<file path="src/rtl/shift_register_sequencer_pkg.sv">
`timescale 1ns/1ps
// Shared constants for the shift register sequencer.
//   - Command opcodes carried on CMD_OP.
//   - Register mux select codes driven on {S1,S0}.
//   - FSM state encoding.
//   - Helper that maps a rotate opcode to its select code.
package shift_register_sequencer_pkg;

  localparam logic [1:0] OP_READ = 2'b00;
  localparam logic [1:0] OP_LOAD = 2'b01;
  localparam logic [1:0] OP_ROTL = 2'b10;
  localparam logic [1:0] OP_ROTR = 2'b11;

  localparam logic [1:0] SEL_ROTL = 2'b00;
  localparam logic [1:0] SEL_ROTR = 2'b01;
  localparam logic [1:0] SEL_HOLD = 2'b10;
  localparam logic [1:0] SEL_LOAD = 2'b11;

  typedef enum logic [2:0] {
    ST_IDLE    = 3'd0,
    ST_LOAD    = 3'd1,
    ST_SHIFT   = 3'd2,
    ST_CAPTURE = 3'd3,
    ST_DONE    = 3'd4
  } state_t;

  // Any rotate opcode other than ROTR rotates left; only called from SHIFT.
  function automatic logic [1:0] shift_sel(input logic [1:0] op);
    return (op == OP_ROTR) ? SEL_ROTR : SEL_ROTL;
  endfunction

endpackage

</file>
<file path="src/rtl/shift_register_sequencer_count.sv">
`timescale 1ns/1ps
// shift_count_down: loadable down-counter tracking the remaining rotate edges.
// Ports:
//   clk, rst  - clock, asynchronous active-high reset (count -> 0)
//   load      - load load_val (takes priority over en)
//   load_val  - rotate count to load
//   en        - decrement this cycle (saturates at 0)
//   last      - count == 1, i.e. the current cycle is the final rotate
module shift_count_down
  import shift_register_sequencer_pkg::*;
#(
  parameter int CNT_W = 3
) (
  input  logic             clk,
  input  logic             rst,
  input  logic             load,
  input  logic [CNT_W-1:0] load_val,
  input  logic             en,
  output logic             last
);

  logic [CNT_W-1:0] count;

  always_ff @(posedge clk or posedge rst) begin
    if (rst) begin
      count <= '0;
    end else if (load) begin
      count <= load_val;
    end else if (en && (count != '0)) begin
      count <= count - CNT_W'(1);
    end
  end

  assign last = (count == CNT_W'(1));

endmodule

</file>
<file path="src/rtl/shift_register_sequencer.sv">
`timescale 1ns/1ps
// shift_register_sequencer: command-driven controller for a WIDTH-bit
// bidirectional shift register (per-bit 4:1 mux + DFF).
// Ports:
//   CLK, RST     - clock, asynchronous active-high reset
//   CMD_VALID/CMD_READY - command handshake
//   CMD_OP       - 00 READ, 01 LOAD, 10 ROTL, 11 ROTR
//   CMD_COUNT    - rotate count (rotates only)
//   CMD_DATA     - load value (LOAD only)
//   S1, S0       - register mux select
//   D            - register parallel-load data
//   Q            - register contents fed back
//   DONE         - one-cycle completion pulse
//   RESULT       - register value captured at completion
//   BUSY         - state is not IDLE
//
// state   | meaning
// IDLE    | ready for a command, register held
// LOAD    | select parallel load for one cycle
// SHIFT   | rotate one position per cycle until the counter expires
// CAPTURE | register held, RESULT takes Q on the exiting edge
// DONE    | DONE pulse, back to IDLE
module shift_register_sequencer
  import shift_register_sequencer_pkg::*;
#(
  parameter int WIDTH = 4,
  parameter int CNT_W = 3
) (
  input  logic             CLK,
  input  logic             RST,
  input  logic             CMD_VALID,
  output logic             CMD_READY,
  input  logic [1:0]       CMD_OP,
  input  logic [CNT_W-1:0] CMD_COUNT,
  input  logic [WIDTH-1:0] CMD_DATA,
  output logic             S1,
  output logic             S0,
  output logic [WIDTH-1:0] D,
  input  logic [WIDTH-1:0] Q,
  output logic             DONE,
  output logic [WIDTH-1:0] RESULT,
  output logic             BUSY
);

  state_t     state;
  logic [1:0] op_q;
  logic       ready_en;
  logic       accept;
  logic       is_rot;
  logic       cnt_load;
  logic       cnt_last;
  logic [1:0] sel;

  assign accept   = CMD_VALID && CMD_READY;
  assign is_rot   = (CMD_OP == OP_ROTL) || (CMD_OP == OP_ROTR);
  assign cnt_load = accept && is_rot && (CMD_COUNT != '0);

  shift_count_down #(.CNT_W(CNT_W)) u_count (
    .clk      (CLK),
    .rst      (RST),
    .load     (cnt_load),
    .load_val (CMD_COUNT),
    .en       (state == ST_SHIFT),
    .last     (cnt_last)
  );

  always_ff @(posedge CLK or posedge RST) begin
    if (RST) begin
      state    <= ST_IDLE;
      op_q     <= OP_READ;
      ready_en <= 1'b0;
      D        <= '0;
      RESULT   <= '0;
    end else begin
      // READY stays low until the first edge after reset release.
      ready_en <= 1'b1;
      case (state)
        ST_IDLE: begin
          if (accept) begin
            op_q <= CMD_OP;
            if (CMD_OP == OP_LOAD) begin
              D     <= CMD_DATA;
              state <= ST_LOAD;
            end else if (cnt_load) begin
              state <= ST_SHIFT;
            end else begin
              state <= ST_CAPTURE;
            end
          end
        end
        ST_LOAD:  state <= ST_CAPTURE;
        ST_SHIFT: begin
          if (cnt_last) state <= ST_CAPTURE;
        end
        ST_CAPTURE: begin
          RESULT <= Q;
          state  <= ST_DONE;
        end
        ST_DONE:  state <= ST_IDLE;
        default:  state <= ST_IDLE;
      endcase
    end
  end

  // Decoded straight from the state register so an async reset drops the
  // select to hold in the same instant.
  always_comb begin
    sel = SEL_HOLD;
    case (state)
      ST_LOAD:  sel = SEL_LOAD;
      ST_SHIFT: sel = shift_sel(op_q);
      default:  sel = SEL_HOLD;
    endcase
  end

  assign S1        = sel[1];
  assign S0        = sel[0];
  assign CMD_READY = (state == ST_IDLE) && ready_en;
  assign DONE      = (state == ST_DONE);
  assign BUSY      = (state != ST_IDLE);

endmodule

</file>
<file path="config.mk">
export PLATFORM = sky130hd
export DESIGN_NAME = shift_register_sequencer
export DESIGN_NICKNAME = d
export VERILOG_FILES = /design/src/rtl/shift_register_sequencer_pkg.sv /design/src/rtl/shift_register_sequencer_count.sv /design/src/rtl/shift_register_sequencer.sv
export SDC_FILE = /design/constraint.sdc
export NUM_CORES = 1
export LEC_CHECK = 0
export ABC_AREA = 1
export CORE_ASPECT_RATIO = 0.9
export CORE_UTILIZATION = 44
export CTS_CLUSTER_DIAMETER = 80
export CTS_CLUSTER_SIZE = 30
export DETAILED_ROUTE_END_ITERATION = 10
export GPL_ROUTABILITY_DRIVEN = 0
export PLACE_DENSITY = 0.77
export REMOVE_ABC_BUFFERS = 1
export SETUP_SLACK_MARGIN = 0.05
export SYNTH_ARGS = -nofsm -noshare
export SYNTH_HDL_FRONTEND = slang
export SYNTH_HIERARCHICAL = 1
export SYNTH_SLANG_ARGS = --single-unit
</file>
<file path="constraint.sdc">
create_clock -name CLK -period 1.8 [get_ports CLK]
set_input_delay 0.36 -clock CLK [delete_from_list [all_inputs] [get_ports CLK]]
set_output_delay 0.36 -clock CLK [all_outputs]
set_load 0.1 [all_outputs]
</file>
# == After elaboration in Yosys (flattened, before gate mapping) ==
# Cells that the tools add are included.
# classes
reduce_logical,14
addsub,1
muxes,9
eq_ne,11
# op_table
op,count
$mux W3,4
$pmux W3 S4,1
$reduce_bool A3 Y1,3
$eq A2 B2 Y1 const B,3
$eq A3 B1 Y1 const B,2
$eq A3 B2 Y1 const B,2
$logic_and A1 B1 Y1,5
$ne A2 B2 Y1 const B,2
$pmux W2 S2,1
$reduce_and A2 Y1,2
$eq A3 B3 Y1 const B,1
$logic_not A3 Y1,1
$reduce_and A3 Y1,1
$sub A3 B1 Y3 const B,1
$eq A2 B1 Y1 const B,1
$mux W1,2
$mux W2,1
$reduce_bool A2 Y1,1
$logic_or A1 B1 Y1,1
# word_totals
in_bits,16
output_inout_bits,13
reg_bits,17
wordCells,41

# == Longest topological paths before layout ==
# Gate-level depths: netlist (run 1).
# logic_depth
depth_word,9
depth_mapped,10

# == Cells and area by module ==
# Netlist (run 1), hierarchy kept.
# modules_own_cells
module,cells_per_inst,n_inst,seq_area_each_um2,area_per_inst_um2
shift_register_sequencer,80,1,350.3,666.9
shift_count_down,33,1,75.1,234.0

# == Least setup slack after synthesis (run 1) ==
# No wires, ideal clock.
# synth_path
path_type,register to output
startpoint,register state[2]
endpoint,output S0
stages_incl_launch_ff,4
path_buffers,0
arrival_ns,3.948
slack_ns,-2.508
required_ns,1.440
path_cell_list,dfrtp_1 inv_2 nand3_1 o31ai_1
# synth_between
elab_chain_cells,2
# synth_lines
element,line,text
"start, declared",shift_register_sequencer.sv:45,state_t state;
"start signal, assigned",shift_register_sequencer.sv:69,state <= ST_IDLE;
"start signal, assigned",shift_register_sequencer.sv:83,state <= ST_LOAD;
"start signal, assigned",shift_register_sequencer.sv:85,state <= ST_SHIFT;
$eq A3 B2 Y1 or $eq A3 B1 Y1 (tied branches),shift_register_sequencer.sv:109,case (state)
$pmux W2 S2 *,shift_register_sequencer.sv:109,
"end, declared",shift_register_sequencer.sv:37,"output logic S0,"
# Mark *: on every way between the ends. The rest lies on a longest branch, timed or not.

# == Worst setup path after layout (run 1) ==
# layout_path
startpoint,register state[0]
endpoint,output S0
# Same word-level chain as after synthesis.

==> results of run 1 <==
## path summary, 6_finish.rpt
| path | endpoint |
|---|---|
| hold reg to reg | RESULT[2] |
| hold / removal | u_count/count[1] |
| max in group asynchronous | D[1] |
| setup reg to reg | u_count/count[2] |
| setup / recovery | S0 |
| min in group CLK | RESULT[2] |
## area by class of cell
class / count / share of cell area, %
multi-input cells: 69 / 28.0
well taps: 25 / 2.21
repair buffers: 31 / 30.6
clock inverters: 1 / 0.354
flip-flops and latches: 17 / 30.1
clock buffers: 3 / 1.59
inverters: 27 / 7.17
## cells by family (layout without fill, tap and decap cells)
kind of cell             count (synthesis)  in the layout
AO/OA/AOI/OAI                           15             15
adder cells (fa/ha/maj)                  3              3
AND/OR/NAND/NOR                         50             50
buffers and inverters                   27             62
other                                    1              1
flip-flops                              17             17
## routing by layer
metal  global-route usage (%)  vias to the layer above  wire length [um]
met3                     2.69                        2                80
met4                     8.57                        0                11
li1                         -                      412                 -
met2                     34.6                       23               967
met5                        0                        -                 0
met1                     24.1                      359               834
## layout by cell type, fill, tap and decap left out
cell type	synthesis	final
a21oi_1	2	2
buf_12	0	13
buf_4	0	3
clkbuf_4	0	3
clkdlybuf4s50_1	0	15
clkinv_2	0	1
conb_1	1	1
dfrtp_1	17	17
ha_1	3	3
inv_1	23	21
inv_2	4	6
nand2_1	32	32
nand2_2	2	2
nand2_4	1	1
nand3_1	4	3
nand3_2	2	3
nor2_1	5	4
nor2_2	1	2
nor2_4	1	1
nor3_4	2	2
o21ai_0	8	8
o21ai_1	2	2
o22ai_1	2	2
o31ai_4	0	1
## state kept, by name, indices dropped and copies added (netlist names)
register,count
op_q,2
u_count/count,3
ready_en,1
state,3
D,4
RESULT,4
## per-stage QoR
| stage | util (%) | hold slack, ps | cell area [um^2] | std cells | setup WS, ps |
|---|---|---|---|---|---|
| 2_1_floorplan | - | 114 | 901 | 113 | -2510 |
| 6_report | 73.9 | 257 | 1410 | 173 | 86.9 |
| 5_1_grt | 73.9 | 261 | 1410 | 173 | 28.0 |
| 4_1_cts | 73.9 | 260 | 1410 | 173 | 34.3 |
| 3_5_place_dp | 70.9 | 524 | 1360 | 168 | 97.8 |
| 3_3_place_gp | 70.9 | 515 | 1360 | 168 | 151 |
## what timing repair did
action,in CTS,in global routing
pin swaps,0,1
resized for setup,4,2
buffers inserted,1,0
setup endpoints to repair,2,4
==> reports/metrics.cfg, run 1 <==
[outcome]
outcome=complete, no violations

[final_layout]
diodes=0
final-seq-area_um2=425
drive_above_1_share_pct=25.7
fin_nets=168
multi_input_area_um2=395
nFillCells=146
area_delta_synth_final_pct=56.9

[drt]
vias=796
wire_per_inst_um=10.9
ant_nets=0
dr.pass1.iters=4
routed_wl_um=1890
first_iter_violations=12
drc_errors=0
vias_per_cell=4.60

[yosys]
synth-edff-count=0
synth_top_family_by_area=simple AND/OR/NAND/NOR gates
synthMuxAreaShare_pct=0
synth-async-reset-ratio_pct=100
yosys.area_share.simple_pct=28.1
yosysMostFrequentCell=nand2_1
netlist_top_cells_count=nand2_1 (32), inv_1 (23), dfrtp_1 (17)
ys_seq_area_share_pct=47.2
synth_compound_area_share_pct=8.89
synth.largest_area_cell=dfrtp_1
synth_cell_types=19
ys_ff_latch=17
synth_area_um2=901
synth.area.top_cells=dfrtp_1 (47%), nand2_1 (13%), inv_1 (9.6%)
synthAdderAreaFrac_pct=4.17
synth_ff_type=dfrtp_1
netlist.area_leader.share_pct=47.2
synth_cells=113
yosysWarnings=6
syn_area_per_cell_um2=7.97
synth_xor_area_share_pct=0

[global_route]
grt_pass1_vias=830
grt_first_pass_wirelength_um=3280
grt.total_usage_pct=19.5
antenna_found_initial=0
grt_max_degree=15
grt-ovfl-total=0

[floorplan]
num_rows=15
core-area_um2=1910
start_util_pct=47.1
die-area_um2=2230
io_pins=29
die-height_um=44.9
fp.dieW_um=49.7

[setup_path]
crit_path_top_delay_cell=dfrtp_1
path_cells=inv_2 -> nand3_2 -> o31ai_4 -> buf_12
cp.required_ps=1440
worstSetupPathType=flip-flop to output pin
critical_path_buf_inv_count=2
cp-end-kind=output pin
cp_max_fo=3
cp_top_family=flip-flops
r2r-start=state[0]
path_depth=4
worst_setup_path_start_kind=flip-flop
reg2reg_slack_ps=300
crit_start=state[0]
r2r_cells=10
cp.arrival_ps=1350
crit_path_max_incr_delay_ps=430

[placement]
io_buffers=28
place_hpwl_um=1610

[timing]
fin_skew_ps=1.40
drv_slew=0
rsz0062_at_grt=true
fin_tns_setup_ps=0
slew_headroom_pct=64.5
period_needed_ps=1710
setup-violations-final=0
tightest_slew_ps=533
hold_viol_final=0
min_period_over_period_pct=95.2
fmax_ghz=0.584

[clock_network]
ctsHoldBuffers=0
cts_tree=yes
clkLatencyLatePin_ps=280
cts-root-buf=clkbuf_4
clk_pin_slew_worst_paths_ps=100
cts_sinks=17
numCtsBuffers=3
htreeDepth=1
clockBufferDepth=2

[job]
drv_cap=0

[min_path]
hold_path.class=input pin to async pin

Power of run 1 is not shown: default switching activity piles up to over one toggle a cycle in this logic, so the estimate is an artifact.
==> run 2: changes to the inputs <==
ABC_AREA = unset   (was 1)
PLACE_DENSITY = 0.84   (was 0.77)
clock period = 1.7 ns   (was 1.8 ns; I/O delays follow)
==> run 2 against run 1 <==
Net effect:
- the run now ends with setup timing left
- final area rose by 0.44%
- largest cell class unchanged
- count of clock-buffer cells in the layout is 1 higher
- area after synthesis is 4.7% lower
- die area fell by 4.5%
==> reports/metrics.cfg, run 2 <==
[outcome]
outcome=finished with violations
violations=setup timing

[yosys]
synth_ff_type=dfrtp_1
netlist.area_leader.share_pct=49.6  ; +2.3 points
synth.area.top_cells=dfrtp_1 (50%), mux2_2 (13%), ha_1 (4.4%)
synth_compound_area_share_pct=8.45  ; -0.43 points
yosysWarnings=6  ; unchanged
synth_area_um2=858  ; -4.7%
netlist_top_cells_count=dfrtp_1 (17), mux2_2 (10), inv_1 (7)
synthAdderAreaFrac_pct=4.37  ; +0.21 points
synth_cells=74  ; -35%
yosysMostFrequentCell=dfrtp_1
synth_cell_types=30  ; +11
ys_seq_area_share_pct=49.6  ; +2.3 points
synth.largest_area_cell=dfrtp_1
synth-edff-count=0  ; unchanged
synth_top_family_by_area=simple AND/OR/NAND/NOR gates
synth-async-reset-ratio_pct=100  ; unchanged
yosys.area_share.simple_pct=18.5  ; -9.5 points
synthMuxAreaShare_pct=14.3  ; +14 points
synth_xor_area_share_pct=0  ; unchanged
syn_area_per_cell_um2=11.6  ; +45%
ys_ff_latch=17  ; unchanged

[global_route]
grt_max_degree=15  ; unchanged
grt-ovfl-total=0  ; unchanged
grt_first_pass_wirelength_um=3260  ; -0.64%
grt_pass1_vias=716  ; -14%
antenna_found_initial=0  ; unchanged
grt.total_usage_pct=20.7  ; +1.2 points

[setup_path]
cp.required_ps=1360  ; -80 ps
cp.arrival_ps=1470  ; +120 ps
crit_path_top_delay_cell=or3_4
worstSetupPathType=flip-flop to output pin
cp_max_fo=4  ; +1
path_cells=or3_4 -> nor2_4 -> buf_12
worst_setup_path_start_kind=flip-flop
crit_path_max_incr_delay_ps=450  ; +20 ps
cp-end-kind=output pin

[drt]
ant_nets=0  ; unchanged
vias_per_cell=5.18  ; +13%
first_iter_violations=10  ; -2
drc_errors=0  ; unchanged
routed_wl_um=2120  ; +12%
vias=705  ; -11%
wire_per_inst_um=15.6  ; +42%
dr.pass1.iters=5  ; +1

[floorplan]
num_rows=14  ; -1
core-area_um2=1750  ; -8.5%
die-area_um2=2130  ; -4.5%
fp.dieW_um=48.6  ; -2.3%
die-height_um=43.9  ; -2.3%
start_util_pct=49.0  ; +1.9 points
io_pins=29  ; unchanged

[timing]
fin_skew_ps=0.642  ; -0.760 ps
period_needed_ps=1810
slew_headroom_pct=64.8  ; +0.38 points
tightest_slew_ps=527  ; -5.76 ps
setup_slack_ps=-112  ; -199 ps
setup-violations-final=6  ; +6
hold_viol_final=0  ; unchanged
fmax_ghz=0.552
drv_slew=0  ; unchanged
rsz0062_at_grt=true
min_period_over_period_pct=107

[clock_network]
clockBufferDepth=2  ; unchanged
clk_pin_slew_worst_paths_ps=90  ; about the same
cts_sinks=17  ; unchanged
numCtsBuffers=3  ; unchanged
cts-root-buf=clkbuf_4
ctsHoldBuffers=0  ; unchanged
clkLatencyLatePin_ps=280  ; about the same
htreeDepth=1  ; unchanged
cts_tree=yes

[final_layout]
area_delta_synth_final_pct=65.5
layout_commonest_cell=dfrtp_1
drive_above_1_share_pct=41.1  ; +15 points
reg_top3=D (4), RESULT (4)
mostFrequentLayoutCells=dfrtp_1 (16), clkdlybuf4s50_1 (15), buf_12 (13)
diodes=0  ; unchanged
final_core_util_pct=81.1  ; +7.2 points
fin_nets=132  ; -21%

[job]
drv_cap=0  ; unchanged

[placement]
io_buffers=28  ; unchanged
place_hpwl_um=1490  ; -7.9%

[min_path]
hold_path.class=input pin to async pin

==> run 2: cell types whose count changed after synthesis, moves of 4 or more <==
cell / change
inv_2: -4
inv_1: -16
nand2_1: -27
mux2_2: +10
o21ai_0: -7
==> run 2: worst paths after layout <==
| check | from | endpoint | slack, ps | depth (start not counted) |
|---|---|---|---|---|
| hold reg to reg | op_q[1] | op_q[1] | 550 | 1 |
| hold / removal | RST | u_count/count[1] | 250 | 2 |
| min in group CLK | op_q[1] | op_q[1] | 550 | 1 |
| setup reg to reg | state[2] | D[2] | -50 | 5 |
| max in group asynchronous | RST | state[2] | 910 | 2 |
| setup / recovery | state[2] | CMD_READY | -110 | 3 |
==> run 2: through the flow <==
| step | area (um^2) | hold WS (ps) | cells | setup WS (ps) | TNS, ps |
|---|---|---|---|---|---|
| CTS | 1380 | 241 | 134 | -85.1 | -179 |
| global placement | 1310 | 510 | 128 | -11.3 | -13.2 |
| detailed placement | 1310 | 510 | 128 | -106 | -351 |
| finish | 1420 | 245 | 136 | -112 | -410 |
| global route | 1420 | 266 | 136 | -148 | -769 |
| floorplan | 847 | 93.6 | 73 | -1320 | -3490 |
==> run 2: worst max-delay path, delay by kind of cell, from the launching register on <==
kind          cells  cell delay, ps
flops             1             440
buf+inv           1             180
simple gates      2             580
==> run 2: kinds of logic after synthesis <==
family | after synthesis
other | 1
AO/OA/AOI/OAI | 10
multiplexers | 11
adder cells (fa/ha/maj) | 3
AND/OR/NAND/NOR | 24
flip-flops | 17
buffers and inverters | 8
==> run 2: what timing repair did <==
action,4_1_cts,5_1_grt
endpoints found under the setup margin,7,12
resized for setup,7,9
pin swaps,3,3
buffers inserted,2,2
==> run 2: layout make-up <==
cell class	instances	area, um^2
repair buffers	35	478
fillers	90	332
clock buffers	4	26.3
multi-input cells	49	433
well taps	24	30.0
inverters	7	26.3
flip-flops and latches	17	427
==> run 2: layer usage <==
layer | vias to the layer above | wire (um) | GRT usage (%) | part of all wire (%)
li1 | 331 | - | - | -
met1 | 352 | 949 | 26.4 | 45
met2 | 20 | 1080 | 36.6 | 51
met3 | 2 | 82 | 4.91 | 3.9
met4 | 0 | 4 | 4.12 | 0.19
met5 | - | 0 | 0 | 0
Power of run 2 is left out for the same reason.
